### config.mk
export PLATFORM = sky130hd
export DESIGN_NAME = dps_codec_16
export DESIGN_NICKNAME = d
export VERILOG_FILES = /design/src/rtl/dps_codec_16.sv
export SDC_FILE = /design/constraint.sdc
export NUM_CORES = 1
export LEC_CHECK = 0
export ABC_AREA = 1
export CAP_MARGIN = 30
export CORE_MARGIN = 8
export CORE_UTILIZATION = 30
export DETAILED_ROUTE_END_ITERATION = 6
export PLACE_DENSITY_LB_ADDON = 0.05
export SLEW_MARGIN = 30
export SYNTH_ARGS = -nofsm -noshare
export SYNTH_HDL_FRONTEND = slang
export SYNTH_SLANG_ARGS = --single-unit
### constraint.sdc
create_clock -name clock -period 68.2 [get_ports clock]
set_input_delay 13.64 -clock clock [delete_from_list [all_inputs] [get_ports clock]]
set_output_delay 13.64 -clock clock [all_outputs]
set_load 0.03 [all_outputs]
### src/rtl/dps_codec_16.sv
// 16-wire TSV crosstalk-avoidance codec: 12-bit rank <-> 16-bit word with no interior 1-bit run.
// Latency: encoder 1 cycle (registered tsv); decoder combinational from tsv_rx.
// Backpressure: none; a new data word is accepted on every rising clock edge.
module dps_codec_16 #(
  parameter int DBLEN16 = 12,
  parameter int TSVW    = 16,
  parameter int NCODE   = 3194
) (
  input  logic               clock,
  input  logic               reset,
  input  logic [DBLEN16-1:0] datain,
  output logic [TSVW-1:0]    tsv,
  input  logic [TSVW-1:0]    tsv_rx,
  output logic [DBLEN16-1:0] dataout,
  output logic               code_err
);

  // Highest legal rank; inputs above it saturate onto the all-ones codeword.
  localparam logic [DBLEN16-1:0] MAX_RANK = DBLEN16'(NCODE - 1);

  // Fibonacci numbers with Fib(1) = Fib(2) = 1; Fib(m+2) counts completions of
  // m bits from an unconstrained state, Fib(m+1) from a state forced to repeat.
  function automatic logic [DBLEN16-1:0] fib(input int n);
    logic [DBLEN16-1:0] f;
    case (n)
      1:       f = 12'd1;
      2:       f = 12'd1;
      3:       f = 12'd2;
      4:       f = 12'd3;
      5:       f = 12'd5;
      6:       f = 12'd8;
      7:       f = 12'd13;
      8:       f = 12'd21;
      9:       f = 12'd34;
      10:      f = 12'd55;
      11:      f = 12'd89;
      12:      f = 12'd144;
      13:      f = 12'd233;
      14:      f = 12'd377;
      15:      f = 12'd610;
      16:      f = 12'd987;
      17:      f = 12'd1597;
      default: f = 12'd0;
    endcase
    return f;
  endfunction

  logic [DBLEN16-1:0] enc_rem;
  logic [DBLEN16-1:0] enc_zc;
  logic               enc_prev;
  logic               enc_forced;
  logic               enc_bit;
  logic [TSVW-1:0]    tsv_d;
  logic [TSVW-1:0]    tsv_q;

  // Greedy MSB-first encoder: a bit is 1 when the remaining rank is at least the
  // number of words reachable by putting 0 there instead.
  always_comb begin
    enc_rem    = (datain > MAX_RANK) ? MAX_RANK : datain;
    enc_zc     = '0;
    enc_prev   = 1'b0;
    enc_forced = 1'b0;
    enc_bit    = 1'b0;
    tsv_d      = '0;
    for (int p = TSVW - 1; p >= 0; p--) begin
      // 0-branch size: bit15 always leaves a free state; otherwise a 0 after a 0
      // stays free (Fib(p+2)), a 0 after a 1 starts a 1-bit run (Fib(p+1)).
      if (p == TSVW - 1) begin
        enc_zc = fib(TSVW + 1);
      end else if (enc_prev) begin
        enc_zc = fib(p + 1);
      end else begin
        enc_zc = fib(p + 2);
      end
      // A 1-bit interior run must be extended, so a forced bit just repeats.
      if (enc_forced) begin
        enc_bit = enc_prev;
      end else begin
        enc_bit = (enc_rem >= enc_zc);
        if (enc_bit) begin
          enc_rem = enc_rem - enc_zc;
        end
      end
      tsv_d[p]   = enc_bit;
      enc_forced = (p != TSVW - 1) && (enc_bit != enc_prev);
      enc_prev   = enc_bit;
    end
  end

  // Codeword register driving the TSV bundle; reset loads the codeword of rank 0.
  always_ff @(posedge clock) begin
    if (reset) begin
      tsv_q <= '0;
    end else begin
      tsv_q <= tsv_d;
    end
  end

  assign tsv = tsv_q;

  logic [TSVW:0]      rx_ext;
  logic               rx_legal;
  logic [DBLEN16-1:0] rx_rank;

  // Decoder: check for interior 1-bit runs and sum the 0-branch sizes at every 1.
  always_comb begin
    // Replicating bit15 above the word makes bit14 see the top wire as a
    // run of at least two, matching the free state that follows bit15.
    rx_ext   = {tsv_rx[TSVW-1], tsv_rx};
    rx_legal = 1'b1;
    rx_rank  = '0;
    for (int i = 1; i < TSVW - 1; i++) begin
      if ((tsv_rx[i] != tsv_rx[i-1]) && (tsv_rx[i] != tsv_rx[i+1])) begin
        rx_legal = 1'b0;
      end
    end
    if (tsv_rx[TSVW-1]) begin
      rx_rank = fib(TSVW + 1);
    end
    for (int p = TSVW - 2; p >= 0; p--) begin
      if (tsv_rx[p]) begin
        if (!rx_ext[p+1]) begin
          rx_rank = rx_rank + fib(p + 2);
        end else if (rx_ext[p+2]) begin
          rx_rank = rx_rank + fib(p + 1);
        end
      end
    end
    code_err = !rx_legal || (rx_rank > MAX_RANK);
    dataout  = code_err ? '1 : rx_rank;
  end

endmodule

---- Word level (Yosys, flattened, before mapping) ----
Cells that the tools add are included.
cells by class
  add/sub/neg operators ................... 45
  magnitude comparators ................... 18
  equality and inequality tests ........... 42
  multiplexer cells ....................... 191
  reduce and logical (&&, ||, !) cells .... 16
operators by type and width
  cell                                                                 count
  2-to-1 mux 12 bit                                                    148
  adder 12 bit                                                         30
  greater-or-equal comparator 12 bit                                   14
  subtractor 12 bit                                                    14
  inequality test 1 bit                                                42
  2-to-1 mux 1 bit                                                     29
  > comparator 12 bit, second input constant                           2
  2-to-1 mux 9 bit                                                     2
  logical AND 1 bit                                                    14
  2-to-1 mux 7 bit                                                     2
  greater-or-equal comparator 12 x 1 -> 1 bit, second input constant   1
  greater-or-equal comparator 12 x 11 -> 1 bit, second input constant  1
  subtractor 12 x 11 -> 12 bit, second input constant                  1
  2-to-1 mux 11 bit                                                    1
  2-to-1 mux 10 bit                                                    1
  2-to-1 mux 5 bit                                                     2
  2-to-1 mux 8 bit                                                     1
  2-to-1 mux 3 bit                                                     2
  2-to-1 mux 6 bit                                                     1
  2-to-1 mux 4 bit                                                     1
  2-to-1 mux 2 bit                                                     1
  logical NOT 1 bit                                                    1
  logical OR 1 bit                                                     1
word-level totals
  register bits after elaboration ......... 16
  bits of input ports ..................... 30
  output and inout port bits .............. 29
  logic and storage cells ................. 313

---- Depth between registers and ports, before layout ----
  word-level depth ........................ 64
  mapped depth ............................ 180
  depth with buffers taken out ............ 173

---- Worst setup path before layout ----
No wires, ideal clock.
  path type ............................... input to output
  start point ............................. input tsv_rx[13]
  end point ............................... output dataout[0]
  arrival time ............................ 24.592 ns
  required time ........................... 54.560 ns
  slack ................................... 29.968 ns
  stages .................................. 74
  buffers on the path ..................... 2
  path through ............................ clkbuf_1 > clkinv_1 > nor2_1 > inv_1 > o21ai_0 > inv_1 > ha_1 > nor2_1 > a31oi_1 > inv_1 > a21oi_1 > ha_1 > o21ai_0 > a21oi_1 > ha_1 > inv_1 > nand2_1 > o21ai_0 > [38 not listed] > inv_1 > a21oi_1 > nand4_1 > nor2_1 > inv_1 > nor2_1 > inv_1 > nor2_1 > inv_1 > or3_1 > nor2_1 > xor2_1 > inv_1 > nor3_1 > xnor2_1 > a21boi_0 > clkbuf_1 > o211ai_1
on the way
  word-level cells in the longest chain between the ends .. 56
  elaborated cells on any way between the ends .. 80
  those cells by class .................... add/sub (26); order compare (1); eq/ne (4); mux (44); reduce/logical (5)
RTL lines
  element              line  RTL
  start, declared      13    input logic [TSVW-1:0] tsv_rx,
  2-to-1 mux 12 bit    121   if (tsv_rx[p]) begin
  adder 12 bit         125   rx_rank = rx_rank + fib(p + 1);
  2-to-1 mux 12 bit    124   end else if (rx_ext[p+2]) begin
  2-to-1 mux 12 bit    122   if (!rx_ext[p+1]) begin
  2-to-1 mux 12 bit    121
  adder 12 bit         125
  2-to-1 mux 12 bit    124
  2-to-1 mux 12 bit    122
  [40 not listed]      -
  2-to-1 mux 12 bit    121
  adder 12 bit         125
  2-to-1 mux 12 bit    124
  2-to-1 mux 12 bit    122
  2-to-1 mux 12 bit    121
  > comparator 12 bit  129   code_err = !rx_legal || (rx_rank > MAX_RANK);
  logical OR 1 bit     129
  2-to-1 mux 12 bit *  130   dataout = code_err ? '1 : rx_rank;
  end, declared        14    output logic [DBLEN16-1:0] dataout,
Mark *: on every way between the ends. The rest lies on a longest branch, timed or not.

---- Worst setup path in the final report ----
  start point ............................. input tsv_rx[13]
  end point ............................... output dataout[6]
The elaborated chain is that of the path after synthesis.

==> reports/qor.csv <==
metric,value,unit
drt_iter0_markers,879,
grt_max_degree,26,
die_w,247,µm
syn_nets,2868,
numCtsBuffers,3,
antenna_found_initial,2,
drc,10,
area_growth,7.96,%
fill_cells,5929,
final.min_clock_period,41.16,ns
finalSetupViolCount,0,
cts_max_level,1,
finalMaxSlewViolations,0,
grt_use_met1,22.4,%
mostFrequentLayoutCells,"644 x nand2_1, 365 x inv_1, 265 x nor2_1",
fin_nets,2899,
wl_per_cell,13.8,µm
fmax,24.3,MHz
ys_warn_count,0,
cts_tree,yes,
place.detailed.hpwl,42000,µm
firstDrtPassIters,7,
final.setup.tns,0,ns
top_usage_layer,met2,
viasPerCell,4.76,
largest_reg_flops,16,
postSynthAreaPerCell,5.86,µm²
gr-total-overflow,0,
use_met3,0.626,%
min_period_over_period,60.3,%
drt_wl_total,47800,µm
crit_arrival,27.52,ns
ys_ff_latch,16,
root_buffer,clkbuf_16,
core_area,52700,µm²
cts.reportedPaths.clkPinSlew,0.06,ns
rsz0062_at_grt,false,
outcome,"complete, but fails checks",
track_usage,15.2,%
hold_violations,0,
io_pins,59,
grt_pass1_vias,15500,
crit_path_start_kind,input pin,
ant_nets,0,
cts.hold.buffers_added,0,
cts_resized,0,
mostFrequentLayoutCell,nand2_1,
met2_usage,24.7,%
gp_congestion,0.871,
ys_seq_area_share,2.00,%
crit_required,54.56,ns
die_area,61100,µm²
die_h,247,µm
cts.sinks,16,
hold_path.class,input pin to flip-flop,
netlist_instances,2737,
synth.distinct_cells,74,
path_common_cell,inv_1,
vias,16500,
slew_headroom,54.5,%
n_antenna_cell,0,
drive_above_1_share,19.6,%
synthArstFlopShare,0,%
io_buffer_count,58,
violations,DRC,
grt_first_pass_wirelength,79100,µm
max_cap_violations,0,
crit_type,input pin to output port,
endpoint_kind,output port,
max_stage_delay,0.88,ns
synth-edff-count,0,
worstMarginPinSlew,0.680,ns
start_util,30.4,%
slowest_stage,clkdlybuf4s50_1,
ys.flop_type,dfxtp_1,
postCtsSetupBuffers,0,
critPathMaxFanout,19,
rows,84,
clockBufferDepth,2,
syn_area,16000,µm²
-- layout make-up --
type	instances	area [µm²]	share of cell area, %
Multi-Input combinational cell	2240	13600	78.8
Inverter	446	1800	10.4
Tap cell	688	861	4.98
Timing Repair Buffer	61	603	3.49
Sequential cell	16	320	1.85
Clock buffer	4	88.8	0.513
-- worst max-delay path: cells and delay by family --
kind	cells	cell delay, ns
adders and majority gates	12	3.50
buffers and inverters	19	3.44
xor gates and xnor gates	2	0.31
AOI/OAI and AO/OA	23	4.08
and+or+nand+nor	20	2.50
-- cell usage after synthesis, types with 6 or more instances --
cell	count	share of area, %
or2_2	11	0.43
o211ai_1	14	0.66
nand4_2	6	0.47
a21oi_2	9	0.49
dfxtp_1	16	2.0
nand4_1	76	3.0
inv_4	12	0.47
nand3_4	14	1.5
o21ai_0	107	3.3
o21ai_4	7	0.71
nor2_1	265	6.2
a21oi_1	86	2.7
o21ai_1	10	0.31
ha_1	96	7.5
nand2_1	644	15
xor2_1	89	4.9
buf_6	8	0.56
inv_2	42	0.98
nand3_2	56	3.5
inv_1	365	8.5
nor3_1	32	1.0
o31ai_1	6	0.28
clkinv_1	11	0.26
xnor2_1	41	2.2
o22ai_1	13	0.51
a31oi_1	6	0.23
o21bai_1	7	0.33
nand2_4	92	6.5
nand2_2	158	6.2
nor2_2	51	2.0
clkbuf_1	16	0.37
nor2_4	28	2.0
buf_8	6	0.56
nand3b_1	17	0.80
nand3_1	226	7.1
-- logic make-up (layout without fill, tap and decap cells) --
family	count (synthesis)	in the layout	synth area share [%]
AO/OA/AOI/OAI	298	298	11.5
XOR/XNOR	131	131	7.21
adder cells (fa/ha/maj)	101	101	8.12
buffers and inverters	481	511	13.0
flip-flops	16	16	2.00
multiplexers	1	1	0.0703
AND/OR/NAND/NOR	1709	1709	58.2
-- final timing paths --
path / startpoint / endpoint / slack [ns] / cells after the start
min: reset / tsv[6] / 14.40 / 2
max: tsv_rx[13] / dataout[6] / 27.04 / 76
-- metrics by stage --
stage                     cells  instance area [µm²]  setup WS, ns  utilization (%)  hold WS, ns
final                      3455                17300         27.04             32.9        14.40
after global routing       3455                17300         25.17             32.9        14.45
after CTS                  3455                17300         27.07             32.9        14.42
after detailed placement   3451                17200         27.08             32.7        14.50
after global placement     3451                17200         27.29             32.7        14.50
after floorplan            2737                16000         29.97                -        13.91
-- metal layers --
layer / share of wire, % / vias to the layer above / wire [µm]
met1: 53 / 7355 / 25300
met3: 2.2 / 29 / 1070
met4: 1.2 / 4 / 565
met2: 44 / 221 / 20800
li1: - / 8848 / -
met5: 0.056 / - / 27
Power is not shown: default switching activity piles up to over one toggle a cycle in this logic, so the estimate is an artifact.
